File: src/rtl/fifo_access_arbiter_if.sv
// Bus bundle between the two queue clients, the key configuration port,
// the cipher queue and the arbiter that sequences it.
//   slave  : arbiter view (drives acks, read data, queue controls)
//   master : environment view (clients, config, and the queue itself)
interface fifo_access_arbiter_if #(
    parameter int DATA_W = 32
);
    // client 0
    logic              c0_wr_req;
    logic [DATA_W-1:0] c0_wr_data;
    logic              c0_wr_ack;
    logic              c0_rd_req;
    logic              c0_rd_ack;
    logic [DATA_W-1:0] c0_rd_data;

    // client 1
    logic              c1_wr_req;
    logic [DATA_W-1:0] c1_wr_data;
    logic              c1_wr_ack;
    logic              c1_rd_req;
    logic              c1_rd_ack;
    logic [DATA_W-1:0] c1_rd_data;

    // key configuration and status
    logic              cfg_key_we;
    logic [DATA_W-1:0] cfg_key;
    logic              cfg_err;
    logic              busy;

    // queue control and status
    logic              q_cen;
    logic              q_rst;
    logic              q_rw;
    logic [DATA_W-1:0] q_data_in;
    logic [DATA_W-1:0] q_key;
    logic              q_empty;
    logic              q_full;
    logic              q_last;
    logic [DATA_W-1:0] q_data_out;

    modport slave (
        input  c0_wr_req, c0_wr_data, c0_rd_req,
        input  c1_wr_req, c1_wr_data, c1_rd_req,
        input  cfg_key_we, cfg_key,
        input  q_empty, q_full, q_last, q_data_out,
        output c0_wr_ack, c0_rd_ack, c0_rd_data,
        output c1_wr_ack, c1_rd_ack, c1_rd_data,
        output cfg_err, busy,
        output q_cen, q_rst, q_rw, q_data_in, q_key
    );

    modport master (
        output c0_wr_req, c0_wr_data, c0_rd_req,
        output c1_wr_req, c1_wr_data, c1_rd_req,
        output cfg_key_we, cfg_key,
        output q_empty, q_full, q_last, q_data_out,
        input  c0_wr_ack, c0_rd_ack, c0_rd_data,
        input  c1_wr_ack, c1_rd_ack, c1_rd_data,
        input  cfg_err, busy,
        input  q_cen, q_rst, q_rw, q_data_in, q_key
    );
endinterface

File: src/rtl/fifo_access_arbiter.sv
// Shares the 48x32 cipher queue between two clients, each with a read and a
// write channel. Four request slots are arbitrated round-robin, one queue
// operation per four-cycle IDLE -> CMD -> WAIT -> ACK pass. Every output is
// registered, so each output register is loaded from the next-state view.
//
// state   | meaning
// --------+-----------------------------------------------------------------
// IDLE    | arbitrate eligible slots, accept key loads while queue is empty
// CMD     | queue enable high, rw/data presented; queue acts on exiting edge
// WAIT    | queue flags/data settle; read data captured on exiting edge
// ACK     | one ack pulse to the granted slot; pointer moves past the grant
//
// Slot encoding: bit 0 = write, bit 1 = client 1.
//   0 = c0_rd, 1 = c0_wr, 2 = c1_rd, 3 = c1_wr
module fifo_access_arbiter #(
    parameter int              DATA_W    = 32,
    parameter logic [DATA_W-1:0] KEY_RESET = '0
) (
    input  logic                 clk,
    input  logic                 reset,
    fifo_access_arbiter_if.slave bus
);

    typedef enum logic [1:0] {
        ST_IDLE = 2'd0,
        ST_CMD  = 2'd1,
        ST_WAIT = 2'd2,
        ST_ACK  = 2'd3
    } state_t;

    state_t            state_q, state_d;
    logic [1:0]        ptr_q, ptr_d;
    logic [1:0]        grant_q, grant_d;
    logic              q_cen_q, q_cen_d;
    logic              q_rst_q, q_rst_d;
    logic              q_rw_q, q_rw_d;
    logic [DATA_W-1:0] q_data_in_q, q_data_in_d;
    logic [DATA_W-1:0] q_key_q, q_key_d;
    logic [3:0]        ack_q, ack_d;
    logic [DATA_W-1:0] c0_rd_data_q, c0_rd_data_d;
    logic [DATA_W-1:0] c1_rd_data_q, c1_rd_data_d;
    logic              cfg_err_q, cfg_err_d;
    logic              busy_q, busy_d;

    logic [3:0]        elig;
    logic              gnt_valid;
    logic [1:0]        gnt_slot;
    logic [1:0]        scan_idx;

    // q_last is only observed by the surrounding system
    logic              unused_q_last;
    assign unused_q_last = bus.q_last;

    // Which slots could be served right now given the queue flags.
    always_comb begin
        elig[0] = bus.c0_rd_req & ~bus.q_empty;
        elig[1] = bus.c0_wr_req & ~bus.q_full;
        elig[2] = bus.c1_rd_req & ~bus.q_empty;
        elig[3] = bus.c1_wr_req & ~bus.q_full;
    end

    // Round-robin pick: first eligible slot scanning upward from ptr_q.
    always_comb begin
        gnt_valid = 1'b0;
        gnt_slot  = ptr_q;
        scan_idx  = ptr_q;
        for (int i = 0; i < 4; i++) begin
            scan_idx = ptr_q + 2'(i);
            if (!gnt_valid && elig[scan_idx]) begin
                gnt_valid = 1'b1;
                gnt_slot  = scan_idx;
            end
        end
    end

    // Next-state and next-output logic for the sequencing FSM.
    always_comb begin
        state_d      = state_q;
        ptr_d        = ptr_q;
        grant_d      = grant_q;
        q_cen_d      = 1'b0;
        q_rst_d      = 1'b0;
        q_rw_d       = 1'b0;
        q_data_in_d  = '0;
        q_key_d      = q_key_q;
        ack_d        = 4'b0000;
        c0_rd_data_d = c0_rd_data_q;
        c1_rd_data_d = c1_rd_data_q;
        cfg_err_d    = cfg_err_q;

        case (state_q)
            ST_IDLE: begin
                // a key change is only safe when nothing is stored under the old key
                if (bus.cfg_key_we) begin
                    if (bus.q_empty) begin
                        q_key_d = bus.cfg_key;
                    end else begin
                        cfg_err_d = 1'b1;
                    end
                end
                if (gnt_valid) begin
                    state_d = ST_CMD;
                    grant_d = gnt_slot;
                    q_cen_d = 1'b1;
                    q_rw_d  = gnt_slot[0];
                    if (gnt_slot[0]) begin
                        q_data_in_d = gnt_slot[1] ? bus.c1_wr_data : bus.c0_wr_data;
                    end
                end
            end
            ST_CMD: begin
                state_d = ST_WAIT;
            end
            ST_WAIT: begin
                state_d        = ST_ACK;
                ack_d[grant_q] = 1'b1;
                if (!grant_q[0]) begin
                    if (grant_q[1]) begin
                        c1_rd_data_d = bus.q_data_out;
                    end else begin
                        c0_rd_data_d = bus.q_data_out;
                    end
                end
            end
            ST_ACK: begin
                // no arbitration here so a requester can drop req after its ack
                state_d = ST_IDLE;
                ptr_d   = grant_q + 2'd1;
            end
            default: begin
                state_d = ST_IDLE;
            end
        endcase

        if (bus.cfg_key_we && (state_q != ST_IDLE)) begin
            cfg_err_d = 1'b1;
        end

        busy_d = (state_d != ST_IDLE);
    end

    // State and output registers; reset holds the queue in clear.
    always_ff @(posedge clk) begin
        if (!reset) begin
            state_q      <= ST_IDLE;
            ptr_q        <= 2'd0;
            grant_q      <= 2'd0;
            q_cen_q      <= 1'b1;
            q_rst_q      <= 1'b1;
            q_rw_q       <= 1'b0;
            q_data_in_q  <= '0;
            q_key_q      <= KEY_RESET;
            ack_q        <= 4'b0000;
            c0_rd_data_q <= '0;
            c1_rd_data_q <= '0;
            cfg_err_q    <= 1'b0;
            busy_q       <= 1'b0;
        end else begin
            state_q      <= state_d;
            ptr_q        <= ptr_d;
            grant_q      <= grant_d;
            q_cen_q      <= q_cen_d;
            q_rst_q      <= q_rst_d;
            q_rw_q       <= q_rw_d;
            q_data_in_q  <= q_data_in_d;
            q_key_q      <= q_key_d;
            ack_q        <= ack_d;
            c0_rd_data_q <= c0_rd_data_d;
            c1_rd_data_q <= c1_rd_data_d;
            cfg_err_q    <= cfg_err_d;
            busy_q       <= busy_d;
        end
    end

    assign bus.c0_rd_ack  = ack_q[0];
    assign bus.c0_wr_ack  = ack_q[1];
    assign bus.c1_rd_ack  = ack_q[2];
    assign bus.c1_wr_ack  = ack_q[3];
    assign bus.c0_rd_data = c0_rd_data_q;
    assign bus.c1_rd_data = c1_rd_data_q;
    assign bus.cfg_err    = cfg_err_q;
    assign bus.busy       = busy_q;
    assign bus.q_cen      = q_cen_q;
    assign bus.q_rst      = q_rst_q;
    assign bus.q_rw       = q_rw_q;
    assign bus.q_data_in  = q_data_in_q;
    assign bus.q_key      = q_key_q;

endmodule
File: src/flat_wrapper.sv
// flat-port wrapper written by rule: the top's interface ports become plain ports
module fifo_access_arbiter_flat 
#(
    parameter int              DATA_W    = 32,
    parameter logic [DATA_W-1:0] KEY_RESET = '0
)
  (clk, reset, bus_c0_wr_req, bus_c0_wr_data, bus_c0_rd_req, bus_c1_wr_req, bus_c1_wr_data, bus_c1_rd_req, bus_cfg_key_we, bus_cfg_key, bus_q_empty, bus_q_full, bus_q_last, bus_q_data_out, bus_c0_wr_ack, bus_c0_rd_ack, bus_c0_rd_data, bus_c1_wr_ack, bus_c1_rd_ack, bus_c1_rd_data, bus_cfg_err, bus_busy, bus_q_cen, bus_q_rst, bus_q_rw, bus_q_data_in, bus_q_key);
  fifo_access_arbiter_if #(.DATA_W(DATA_W)) bus_i ();
  input  logic clk;
  input  logic reset;
  input wire logic [$bits(bus_i.c0_wr_req)-1:0] bus_c0_wr_req;
  input wire logic [$bits(bus_i.c0_wr_data)-1:0] bus_c0_wr_data;
  input wire logic [$bits(bus_i.c0_rd_req)-1:0] bus_c0_rd_req;
  input wire logic [$bits(bus_i.c1_wr_req)-1:0] bus_c1_wr_req;
  input wire logic [$bits(bus_i.c1_wr_data)-1:0] bus_c1_wr_data;
  input wire logic [$bits(bus_i.c1_rd_req)-1:0] bus_c1_rd_req;
  input wire logic [$bits(bus_i.cfg_key_we)-1:0] bus_cfg_key_we;
  input wire logic [$bits(bus_i.cfg_key)-1:0] bus_cfg_key;
  input wire logic [$bits(bus_i.q_empty)-1:0] bus_q_empty;
  input wire logic [$bits(bus_i.q_full)-1:0] bus_q_full;
  input wire logic [$bits(bus_i.q_last)-1:0] bus_q_last;
  input wire logic [$bits(bus_i.q_data_out)-1:0] bus_q_data_out;
  output wire logic [$bits(bus_i.c0_wr_ack)-1:0] bus_c0_wr_ack;
  output wire logic [$bits(bus_i.c0_rd_ack)-1:0] bus_c0_rd_ack;
  output wire logic [$bits(bus_i.c0_rd_data)-1:0] bus_c0_rd_data;
  output wire logic [$bits(bus_i.c1_wr_ack)-1:0] bus_c1_wr_ack;
  output wire logic [$bits(bus_i.c1_rd_ack)-1:0] bus_c1_rd_ack;
  output wire logic [$bits(bus_i.c1_rd_data)-1:0] bus_c1_rd_data;
  output wire logic [$bits(bus_i.cfg_err)-1:0] bus_cfg_err;
  output wire logic [$bits(bus_i.busy)-1:0] bus_busy;
  output wire logic [$bits(bus_i.q_cen)-1:0] bus_q_cen;
  output wire logic [$bits(bus_i.q_rst)-1:0] bus_q_rst;
  output wire logic [$bits(bus_i.q_rw)-1:0] bus_q_rw;
  output wire logic [$bits(bus_i.q_data_in)-1:0] bus_q_data_in;
  output wire logic [$bits(bus_i.q_key)-1:0] bus_q_key;
  assign bus_i.c0_wr_req = bus_c0_wr_req;
  assign bus_i.c0_wr_data = bus_c0_wr_data;
  assign bus_i.c0_rd_req = bus_c0_rd_req;
  assign bus_i.c1_wr_req = bus_c1_wr_req;
  assign bus_i.c1_wr_data = bus_c1_wr_data;
  assign bus_i.c1_rd_req = bus_c1_rd_req;
  assign bus_i.cfg_key_we = bus_cfg_key_we;
  assign bus_i.cfg_key = bus_cfg_key;
  assign bus_i.q_empty = bus_q_empty;
  assign bus_i.q_full = bus_q_full;
  assign bus_i.q_last = bus_q_last;
  assign bus_i.q_data_out = bus_q_data_out;
  assign bus_c0_wr_ack = bus_i.c0_wr_ack;
  assign bus_c0_rd_ack = bus_i.c0_rd_ack;
  assign bus_c0_rd_data = bus_i.c0_rd_data;
  assign bus_c1_wr_ack = bus_i.c1_wr_ack;
  assign bus_c1_rd_ack = bus_i.c1_rd_ack;
  assign bus_c1_rd_data = bus_i.c1_rd_data;
  assign bus_cfg_err = bus_i.cfg_err;
  assign bus_busy = bus_i.busy;
  assign bus_q_cen = bus_i.q_cen;
  assign bus_q_rst = bus_i.q_rst;
  assign bus_q_rw = bus_i.q_rw;
  assign bus_q_data_in = bus_i.q_data_in;
  assign bus_q_key = bus_i.q_key;
  fifo_access_arbiter #(.DATA_W(DATA_W), .KEY_RESET(KEY_RESET)) u_core (.clk(clk), .reset(reset), .bus(bus_i));
endmodule
File: config.mk
export PLATFORM = sky130hd
export DESIGN_NAME = fifo_access_arbiter_flat
export DESIGN_NICKNAME = d
export VERILOG_FILES = /design/src/rtl/fifo_access_arbiter_if.sv /design/src/rtl/fifo_access_arbiter.sv /design/src/flat_wrapper.sv
export SDC_FILE = /design/constraint.sdc
export NUM_CORES = 1
export LEC_CHECK = 0
export ABC_AREA = 1
export CAP_MARGIN = 30
export CELL_PAD_IN_SITES_DETAIL_PLACEMENT = 1
export CELL_PAD_IN_SITES_GLOBAL_PLACEMENT = 2
export CORE_AREA = 2 2 159 161
export CTS_CLUSTER_SIZE = 12
export DETAILED_ROUTE_END_ITERATION = 8
export DIE_AREA = 0 0 161 163
export MAX_ROUTING_LAYER = met4
export PLACE_DENSITY = 0.92
export SLEW_MARGIN = 10
export SYNTH_ARGS = -nofsm -noshare
export SYNTH_HDL_FRONTEND = slang
export SYNTH_SLANG_ARGS = --single-unit
File: constraint.sdc
create_clock -name clk -period 2.7 [get_ports clk]
set_clock_uncertainty 0.1 [all_clocks]
set_input_delay 0.675 -clock clk [delete_from_list [all_inputs] [get_ports clk]]
set_output_delay 0.675 -clock clk [all_outputs]
set_load 0.005 [all_outputs]
=== Yosys cells after proc, flatten, opt, wreduce, memory -nomap -nowiden ===
Index checks and enable logic that the tools add are counted.

* Register bits: 143
* Logic and storage cells: 83

* $add $sub $neg: 4
* $lt $le $gt $ge: 6
* Equality and inequality tests: 4
* Mux-type cells: 27
* Bitwise logic cells: 8
* Reductions and logical operators: 21

{| class="wikitable"
|+ Operators with widths
! kind !! count
|-
| $mux 32 || 1
|-
| $mux 1 || 16
|-
| $lt 2x3->1 const B || 5
|-
| $reduce_and 3->1 || 5
|-
| $bmux 1 s2 || 4
|-
| $mux 2 || 4
|-
| $pmux 2 s4 || 1
|-
| $reduce_bool 2->1 || 4
|-
| $logic_and 1x1->1 || 5
|-
| $add 2x1->2 const B || 2
|-
| $add 2x2->2 const B || 2
|-
| $and 1x1->1 || 4
|-
| $eq 2x2->1 const B || 2
|-
| $not 1->1 || 4
|-
| $reduce_and 2->1 || 2
|-
| $reduce_and 4->1 || 1
|-
| $logic_not 1->1 || 3
|-
| $demux 1 s2 || 1
|-
| $eq 2x1->1 const B || 1
|-
| $ge 2x1->1 const B || 1
|-
| $logic_not 2->1 || 1
|-
| $ne 2x1->1 const B || 1
|}

=== Logic depth before layout (Yosys ltp) ===
* Word-level depth: 17
* Mapped depth: 17

=== Least setup slack after synthesis ===
OpenSTA, ideal clock, no wires.

* Path type: input-to-reg
* Start: input bus_q_full
* End: register u_core.q_data_in_q[10], in the netlist u_core.bus.q_data_in[10]
* Arrival time: 1.836 ns
* Path slack: 0.649 ns
* Stages: 14
* Cell sequence: inv_1 nand3_1 nand3_1 nand2_1 nand2_1 nand2_1 nand2_1 nand2_1 nand2_1 nand2_1 buf_4 buf_4 a21oi_1 nor2_1

* Cells in the longest elaborated chain, start to end: 15
* Elaborated cells on any way between the ends: 26
* Those cells by class: mux: 16; bitwise: 3; reduce/logical: 7

{| class="wikitable"
|+ Ends and longest elaborated chain
! element !! RTL line !! RTL
|-
| start: declaration || flat_wrapper.sv:20 || <nowiki>input wire logic [$bits(bus_i.q_full)-1:0] bus_q_full;</nowiki>
|-
| $not 1->1 (*) || fifo_access_arbiter.sv:57, fifo_access_arbiter.sv:59 ||
|-
| $and 1x1->1, on equally long branches || fifo_access_arbiter.sv:57, fifo_access_arbiter.sv:59 ||
|-
| $bmux 1 s2 || fifo_access_arbiter.sv:69 || <nowiki>if (!gnt_valid && elig[scan_idx]) begin</nowiki>
|-
| $mux 1 (implied by the code) || fifo_access_arbiter.sv:69 ||
|-
| $mux 1 || fifo_access_arbiter.sv:69 ||
|-
| $logic_not 1->1 || fifo_access_arbiter.sv:69 ||
|-
| $logic_and 1x1->1 || fifo_access_arbiter.sv:69 ||
|-
| $mux 1 || fifo_access_arbiter.sv:69 ||
|-
| $logic_not 1->1 || fifo_access_arbiter.sv:69 ||
|-
| $logic_and 1x1->1 || fifo_access_arbiter.sv:69 ||
|-
| $mux 1 || fifo_access_arbiter.sv:69 ||
|-
| $logic_not 1->1 || fifo_access_arbiter.sv:69 ||
|-
| $logic_and 1x1->1 || fifo_access_arbiter.sv:69 ||
|-
| $mux 2 or $mux 1 (tied branches) || fifo_access_arbiter.sv:69 ||
|-
| $reduce_and 4->1 (no line) or $mux 32 (tied branches) || n/a ||
|-
| end signal: assignment || fifo_access_arbiter.sv:165 || <nowiki>q_data_in_q <= q_data_in_d;</nowiki>
|-
| end: declaration || fifo_access_arbiter.sv:37 || <nowiki>logic [DATA_W-1:0] q_data_in_q, q_data_in_d;</nowiki>
|}

Mark *: on every way between the ends. The rest lies on a longest branch, timed or not. The select of a mux whose other input is x is not followed.
A chain may end at the register's enable or synchronous reset.

=== Worst setup path after layout ===
* Start: input bus_q_empty
* End: register u_core.q_data_in_q[26], in the netlist u_core.bus.q_data_in[26]

* Cells in the longest elaborated chain, start to end: 15
* Elaborated cells on any way between the ends: 26
* Those cells by class: mux: 16; bitwise: 3; reduce/logical: 7

{| class="wikitable"
|+ Ends and longest elaborated chain
! element !! RTL line !! RTL
|-
| start: declaration || flat_wrapper.sv:19 || <nowiki>input wire logic [$bits(bus_i.q_empty)-1:0] bus_q_empty;</nowiki>
|-
| $not 1->1 (*) || fifo_access_arbiter.sv:56, fifo_access_arbiter.sv:58 ||
|-
| $and 1x1->1, on equally long branches || fifo_access_arbiter.sv:56, fifo_access_arbiter.sv:58 ||
|-
| $bmux 1 s2 || fifo_access_arbiter.sv:69 ||
|-
| $mux 1 (implied by the code) || fifo_access_arbiter.sv:69 ||
|-
| $mux 1 || fifo_access_arbiter.sv:69 ||
|-
| $logic_not 1->1 || fifo_access_arbiter.sv:69 ||
|-
| $logic_and 1x1->1 || fifo_access_arbiter.sv:69 ||
|-
| $mux 1 || fifo_access_arbiter.sv:69 ||
|-
| $logic_not 1->1 || fifo_access_arbiter.sv:69 ||
|-
| $logic_and 1x1->1 || fifo_access_arbiter.sv:69 ||
|-
| $mux 1 || fifo_access_arbiter.sv:69 ||
|-
| $logic_not 1->1 || fifo_access_arbiter.sv:69 ||
|-
| $logic_and 1x1->1 || fifo_access_arbiter.sv:69 ||
|-
| $mux 2 or $mux 1 (tied branches) || fifo_access_arbiter.sv:69 ||
|-
| $reduce_and 4->1 (no line) or $mux 32 (tied branches) || n/a ||
|}

Marks and branches as above.

==> metrics.yaml <==
outcome:
  status: "complete, no violations"
global_routing:
  overflow: 0
  grt_antenna_before_repair: 1
  grt_pass1_wl_mm: 30.8
  grt_pass1_vias: 5659
  grt_max_degree: 65
  grt_use_total: 0.153
cts:
  postCtsHoldBufs: 0
  clk_latency_ns: 0.41
  cts_made_buffers: 17
  post_cts_buffers: 0
  clockBufferDepth: 2
  cts.repair.resized: 0
  htree_levels: 4
  cts_tree: "yes"
  cts_sinks: 143
  cts.reportedPaths.clkPinSlew_ns: 0.06
  cts-root-buf: "clkbuf_16"
logic_synthesis:
  synthAdderAreaFrac: 0.0180
  synthSimpleGateAreaFrac: 0.205
  seq_area_frac_synth: 0.515
  synthMuxAreaShare: 0
  ys_types: 25
  synth_top_family_by_area: "simple AND/OR/NAND/NOR gates"
  yosysTopAreaCellShare: 0.515
  syn_area_um2: 5560
  synth_nets: 883
  syn_area_per_cell_um2: 7.55
  synth-compound-area-share: 0.154
  synth_xor_xnor_area_share: 0.00607
  yosysWarnings: 0
  yosysTopAreaCell: "dfxtp_1"
  synth_area_leaders: "dfxtp_1, nor2_1, o21ai_0, a21oi_1, inv_1"
  ys_ff_latch: 143
  syn-instance-count: 737
worst_setup_path:
  crit_family: "simple AND/OR/NAND/NOR gates"
  cp_slowest_cell: "clkdlybuf4s50_1"
  critPathCaptureType: "register"
  critPathBufInv: 3
  crit_path_frequent_cell: "nand2_1"
  cp.arrival_ns: 2.67
  criticalPathCategory: "primary input to register"
  crit_path_max_incr_delay_ns: 0.50
  critPathLaunchType: "primary input"
  path_cells: "clkdlybuf4s50_1 -> inv_1 -> nand3_1 -> nand3_1 -> nand2_1 -> nand2_2 -> nor2_4 -> nand2_1 -> nand2_1 -> nand2_2 -> nor2_4 -> buf_12 -> nand2_1 -> nor2_1"
  crit_fanout: 33
  cp.required_ns: 2.94
pwr:
  share_comb_of_total_power: 0.344
  p_leak_nw: 3.71
  p_sw_frac: 0.333
  seqPwrFrac: 0.354
  p_per_area_nw_per_um2: 860
  pwr-share-clk: 0.302
  power.net_switching_w: 0.00265
  max-vdd-ir-drop_mv: 0.428
  internal-power_w: 0.00530
placed_design:
  dpl.hpwl_mm: 14.3
  portBuffers: 273
  gp_congestion: 0.792
  place_area_um2: 8650
  place_ws_ns: -0.118
flow_run:
  drv_cap: 0
timing:
  period_share: 0.898
  maxSlewHeadroom: 0.687
  rsz0062_at_grt: "no"
  worst_pin_slew_ns: 0.470
  holdWs_ns: 0.345
  finalHoldViolCount: 0
  slew_viol_final: 0
  worst_slack_ns: 0.276
  finalSetupViolations: 0
  period_needed_ns: 2.42
  tns_ns: 0
  clock.fmax_ghz: 0.412
floorplan:
  pin_count: 275
  start_util: 0.225
  dieArea_um2: 26200
  die_h_um: 163
  core_area_um2: 24700
  rows: 58
  die_w_um: 161
detailed_routing:
  drtAntennaViolNets: 0
  routed_wl_mm: 19.9
  wire_per_inst_um: 14.8
  dr.pass1.iters: 4
  vias: 5638
  post-route-drc-count: 0
  drt-initial-drc-count: 288
  routed_via_density: 4.20
cells_and_area:
  syn2layout_area_growth_pct: 66.3
  drive_above_1_share: 0.0624
  final_util: 0.375
  design_area_um2: 9250
  nNetsFinal: 1143
worst_hold_path:
  hold_path_class: "register to register"
[flip-flops by register name, summed over array words and instances (netlist names), 2 cells and up]
register / count
u_core.state_q: 2
u_core.bus.c1_rd_data: 32
u_core.ack_q: 4
u_core.bus.q_key: 32
u_core.bus.q_data_in: 32
u_core.ptr_q: 2
u_core.bus.c0_rd_data: 32
u_core.grant_q: 2
[through the flow]
stage / std cells / total power (W)
floorplan: 737 / 0.00412
global placement: 1308 / 0.00555
detailed placement: 1308 / 0.00564
CTS: 1340 / 0.00810
global route: 1341 / 0.00849
finish: 1341 / 0.00795
[per-layer routing]
metal | routed length, um | GRT usage | vias up
met5 | 0 | - | -
met4 | 324 | 0.0446 | 0
met3 | 814 | 0.0313 | 17
met2 | 9910 | 0.259 | 133
met1 | 8850 | 0.184 | 2634
li1 | - | - | 2854
[layout make-up]
cell class / count / area (um^2)
Timing Repair Buffer: 289 / 2900
Fill cell: 2968 / 15400
Multi-Input combinational cell: 460 / 2150
Antenna cell: 1 / 2.50
Clock buffer: 18 / 429
Inverter: 86 / 323
Sequential cell: 143 / 2860
Clock inverter: 14 / 171
Tap cell: 330 / 413
[power groups by stage]
stage,Clock (W),Combinational (W),Sequential (W)
2_1_floorplan,0,0.00125,0.00287
3_3_place_gp,0,0.00271,0.00283
3_5_place_dp,0,0.00278,0.00286
4_1_cts,0.00250,0.00279,0.00282
5_1_grt,0.00260,0.00302,0.00287
6_report,0.00240,0.00274,0.00281
[logic make-up (layout without fill, tap and decap cells)]
logic type / Yosys count / count (layout)
AND/OR/NAND/NOR: 279 / 279
AO/OA/AOI/OAI: 170 / 170
flip-flops: 143 / 143
buffers and inverters: 134 / 407
adder cells (fa/ha/maj): 8 / 8
XOR/XNOR: 3 / 3
other: 0 / 1
[synth_stat cells]
cell type	count
inv_2	3
dfxtp_1	143
nand3_2	1
a21oi_1	68
nor3_1	1
nand2_2	4
o21ai_1	2
nand3_1	48
buf_6	4
xor2_2	1
buf_1	3
ha_1	8
inv_1	83
xnor2_1	1
nor2_4	2
xor2_1	1
o21ai_0	97
nand2_1	55
o22ai_1	2
nor2_1	167
clkbuf_1	27
o31ai_1	1
buf_4	7
buf_2	7
nand4_1	1
[worst reg2reg max path, stage by stage, from the launching register on]
cell	delay [ns]
dfxtp_1	0.60
inv_2	0.11
nand3_1	0.12
nand3_1	0.08
nand2_1	0.17
nand2_2	0.09
nor2_4	0.13
nand2_1	0.10
nand2_1	0.10
nand2_2	0.08
nor2_4	0.10
buf_12	0.20
nand2_1	0.11
nor2_1	0.12
[final timing paths]
| path | from | endpoint | slack, ns | depth (start not counted) |
|---|---|---|---|---|
| setup / recovery | bus_q_empty | u_core.bus.q_data_in[26] | 0.28 | 14 |
| hold / removal | u_core.bus.q_key[9] | u_core.bus.q_key[9] | 0.35 | 2 |
| setup reg to reg | u_core.ptr_q[0] | u_core.bus.q_data_in[26] | 0.41 | 13 |
| hold reg to reg | u_core.bus.q_key[9] | u_core.bus.q_key[9] | 0.35 | 2 |
[cells in the final DEF (no fill, tap or decap)]
cell | Yosys | final
a21oi_1 | 68 | 68
nor2_4 | 2 | 2
clkbuf_1 | 27 | 1
clkinv_4 | 0 | 3
inv_2 | 3 | 3
xor2_1 | 1 | 1
clkinv_8 | 0 | 2
buf_2 | 7 | 1
o31ai_1 | 1 | 1
nand2_2 | 4 | 5
o21ai_0 | 97 | 97
clkbuf_16 | 0 | 17
nor3_2 | 0 | 1
inv_8 | 0 | 5
clkdlybuf4s50_1 | 0 | 272
nand4_1 | 1 | 1
nor2_1 | 167 | 167
nand3_1 | 48 | 46
inv_6 | 0 | 3
nand3_2 | 1 | 3
dfxtp_1 | 143 | 143
xnor2_1 | 1 | 1
inv_1 | 83 | 83
nand2_1 | 55 | 54
buf_4 | 7 | 12
o21ai_1 | 2 | 2
bufinv_16 | 0 | 1
diode_2 | 0 | 1
o22ai_1 | 2 | 2
xor2_2 | 1 | 1
ha_1 | 8 | 8
buf_12 | 0 | 4
No activity file was read; power rests on OpenSTA's default activity.
==> variant 1 (same settings) <==
The 4 states of `state_t` get a Gray code encoding in 2 bits.
--- a/src/rtl/fifo_access_arbiter.sv
+++ b/src/rtl/fifo_access_arbiter.sv
@@ -23,8 +23,8 @@
 
     typedef enum logic [1:0] {
-        ST_IDLE = 2'd0,
-        ST_CMD  = 2'd1,
-        ST_WAIT = 2'd2,
-        ST_ACK  = 2'd3
+        ST_IDLE = 2'b00,
+        ST_CMD  = 2'b01,
+        ST_WAIT = 2'b11,
+        ST_ACK  = 2'b10
     } state_t;
 
Behaviour: no difference found for any inputs over 4 cycles, from zero or initial values and one cycle with reset low; so few cycles prove little.
==> variant 1 against the original RTL <==
Wire length increased by 3.9%; register-to-register slack gained 0.02 ns; highest routed layer unchanged; synthesized cell count grew 0.27%; sequential share of layout area about the same; setup slack improved by 0.0083 ns; area after synthesis decreased by 0.81%; total power down 19%; sequential cell count did not move; final area barely moved.
==> variant 1: results (changes against the original RTL) <==
synth-xor-area-share_pct: 0  # -0.61 points
dpl_cell_area_um2: 8650  # about the same
vias: 5809  # +3.0%
first_iter_violations: 257  # -11%
dpl.cell_count: 1316  # +0.61%
gp_congestion: 0.769  # -3.0%
synth_compound_area_share_pct: 9.64  # -5.7 points
p_leak_nw: 3.73  # +0.77%
post-place-ws_ns: -0.0615  # +0.0565 ns
powerComb_mw: 1.62  # -41%
synth_mux_area_share_pct: 0  # unchanged
routed_wirelength_mm: 20.7  # +3.9%
synthDistinctLibCells: 23  # -8.0%
yosys.area_share.adder_pct: 0.907  # -0.89 points
grt_max_degree: 57  # -12%
first_global_vias: 6134  # +8.4%
antenna_found_initial: 0  # -1
drive_gt1_share_pct: 7.56  # +1.3 points
dpl.hpwl_mm: 14.9  # +4.3%
post_cts_resized: 0  # unchanged
syn-instance-count: 739  # +0.27%
cp_top_family: "simple AND/OR/NAND/NOR gates"
dr.pass1.iters: 4  # unchanged
grt_pass1_wl_mm: 32.4  # +5.3%
synthesis.nets: 881  # -0.23%
worstPathMaxFanout: 19  # -42%
root_buffer: "clkbuf_16"
nets: 1147  # +0.35%
vdd_drop_max_mv: 0.369  # -14%
grtUsageTotal_pct: 16.2  # +0.95 points
max_stage_delay_ns: 0.42  # -0.08 ns
p_int_mw: 4.39  # -17%
cts.path.max_buffers: 2  # unchanged
synthTopCellsByArea: "dfxtp_1 52%, nor2_1 13%, nand3_1 7.1%, nand2_1 6.6%, o21ai_0 6.0%"
viasPerCell: 4.31  # +2.5%
synth_common_cells: "196 x nor2_1, 143 x dfxtp_1, 97 x nand2_1, 78 x nand3_1, 66 x o21ai_0"
worst_pin_slew_ns: 0.456  # -0.0136 ns
synth.yosys.seq_area_share_pct: 51.9  # +0.42 points
n_antenna_cell: 0  # -1
cellPowerDensity_nw_per_um2: 694  # -19%
status: "finished, final reports clean"
sequentialPowerShare_pct: 37.3  # +1.9 points
hold_viol_final: 0  # unchanged
-- variant 1: worst paths after layout --
check,start,endpoint,slack [ns],cells past startpoint
min,u_core.bus.c0_rd_data[12],u_core.bus.c0_rd_data[12],0.36,2
max reg2reg,u_core.ptr_q[0],u_core.bus.q_data_in[28],0.43,13
min reg2reg,u_core.bus.c0_rd_data[12],u_core.bus.c0_rd_data[12],0.36,2
max,bus_q_empty,u_core.bus.q_data_in[28],0.28,15
-- variant 1: layer usage --
metal	vias to the layer above	routed length [µm]	share of wire [%]	GRT usage (%)
met5	-	0	0	-
met1	2739	8770	42	18.5
met3	8	1630	7.9	5.73
li1	2874	-	-	-
met4	0	148	0.72	3.17
met2	188	10100	49	27.7
-- variant 1: area by class of cell --
cell class	instances	area, µm²
Tap cell	330	413
Clock buffer	17	425
Fill cell	2959	15400
Sequential cell	143	2860
Inverter	49	194
Timing Repair Buffer	294	2950
Multi-Input combinational cell	500	2230
Clock inverter	15	166
==> variant 2 (same flow settings) <==
Made on the original files. `DATA_W` is set to 32 in 3 places; all go to 16.
--- a/src/rtl/fifo_access_arbiter_if.sv
+++ b/src/rtl/fifo_access_arbiter_if.sv
@@ -4,5 +4,5 @@
 //   master : environment view (clients, config, and the queue itself)
 interface fifo_access_arbiter_if #(
-    parameter int DATA_W = 32
+    parameter int DATA_W = 16
 );
     // client 0
--- a/src/rtl/fifo_access_arbiter.sv
+++ b/src/rtl/fifo_access_arbiter.sv
@@ -14,5 +14,5 @@
 //   0 = c0_rd, 1 = c0_wr, 2 = c1_rd, 3 = c1_wr
 module fifo_access_arbiter #(
-    parameter int              DATA_W    = 32,
+    parameter int              DATA_W    = 16,
     parameter logic [DATA_W-1:0] KEY_RESET = '0
 ) (
--- a/src/flat_wrapper.sv
+++ b/src/flat_wrapper.sv
@@ -2,5 +2,5 @@
 module fifo_access_arbiter_flat 
 #(
-    parameter int              DATA_W    = 32,
+    parameter int              DATA_W    = 16,
     parameter logic [DATA_W-1:0] KEY_RESET = '0
 )
Interface: changed (8 resized); port bits go from 275 to 147. The function was not compared with the original's and may differ.
==> variant 2 against the original RTL <==
Sequential cell count down 64; wire length down 45%; critical path type unchanged; total power down 45%; non-clock buffer count down 132; via count down 44%; final area down 42%; setup slack better by 0.098 ns; largest cell class unchanged; area after synthesis down 43%.
==> variant 2: results (changes against the original RTL) <==
status: "finished, final reports clean"
synthTopCellsByArea: "dfxtp_1 50%, nor2_1 11%, o21ai_0 7.9%, nand2_1 5.0%, a21oi_1 4.9%"
n_antenna_cell: 0  # -1
inverters: 40  # -53%
route.layer.met1.wl_mm: 4.70  # -47%
nets: 636  # -44%
clock_area_share_pct: 5.21  # -1.3 points
powerComb_mw: 1.65  # -40%
grt_max_degree: 33  # -49%
cts_made_buffers: 9  # -8
synth.yosys.seq_area_share_pct: 50.0  # -1.4 points
worst_ep_arrival_time_ns: 2.50  # -0.17 ns
vdd_drop_max_mv: 0.329  # -23%
maxSlewHeadroom_pct: 55.7  # -13 points
seqCellArea_um2: 1580  # -45%
first_global_vias: 3281  # -42%
synthDistinctLibCells: 28  # +12%
synth_common_cells: "92 x nor2_1, 79 x dfxtp_1, 50 x o21ai_0, 42 x nand2_1, 38 x inv_1"
powerClk_mw: 1.20  # -50%
use_met3_pct: 3.16  # +0.025 points
wire_per_inst_um: 12.3  # -17%
drive_gt1_share_pct: 7.17  # +0.93 points
routed-wl-met2_mm: 5.33  # -46%
buffer_area_share_pct: 29.7  # -1.6 points
clock_buffers: 10  # -8
p_leak_nw: 2.06  # -44%
wl_met3_um: 746  # -8.4%
power_mw: 4.40  # -45%
grtUsageMet1_pct: 9.70  # -8.7 points
crit_path_end: "u_core.bus.q_data_in[13]"
nNonClkBuffers: 157  # -46%
gp_congestion: 0.744  # -6.0%
gr-usage-met2_pct: 15.1  # -11 points
dpl.hpwl_mm: 8.04  # -44%
cts_max_level: 3  # -1
fill_cells: 2955  # -0.44%
min_from: "u_core.bus.q_key[5]"
ys.flop_type: "dfxtp_1"
multiInputCombCellCount: 268  # -42%
synthesis.nets: 489  # -45%
power_switching_mw: 1.44  # -46%
multi_input_area_share_pct: 24.9  # +1.6 points
first_iter_violations: 181  # -37%
antenna_found_initial: 0  # -1
numSequentialCells: 79  # -45%
[variant 2: through the flow]
| step | util [%] | area (µm²) | setup slack (ns) | std cells | hold slack (ns) |
|---|---|---|---|---|---|
| 2_1_floorplan | - | 3160 | 0.693 | 408 | 0.340 |
| 3_3_place_gp | 20.5 | 5060 | 0.0479 | 874 | 0.329 |
| 3_5_place_dp | 20.5 | 5060 | 0.00163 | 874 | 0.339 |
| 4_1_cts | 21.6 | 5340 | 0.367 | 888 | 0.349 |
| 5_1_grt | 21.6 | 5340 | 0.172 | 888 | 0.369 |
| 6_report | 21.6 | 5340 | 0.374 | 888 | 0.342 |
[variant 2: logic make-up (layout without fill, tap and decap cells)]
logic type / Yosys count / count (layout) / share of synthesized area [%]
DFF: 79 / 79 / 50.0
adders and majority gates: 7 / 7 / 2.77
AOI/OAI and AO/OA: 85 / 85 / 13.7
and+or+nand+nor: 173 / 173 / 24.3
buffers and inverters: 61 / 211 / 8.15
xor gates and xnor gates: 3 / 3 / 1.07
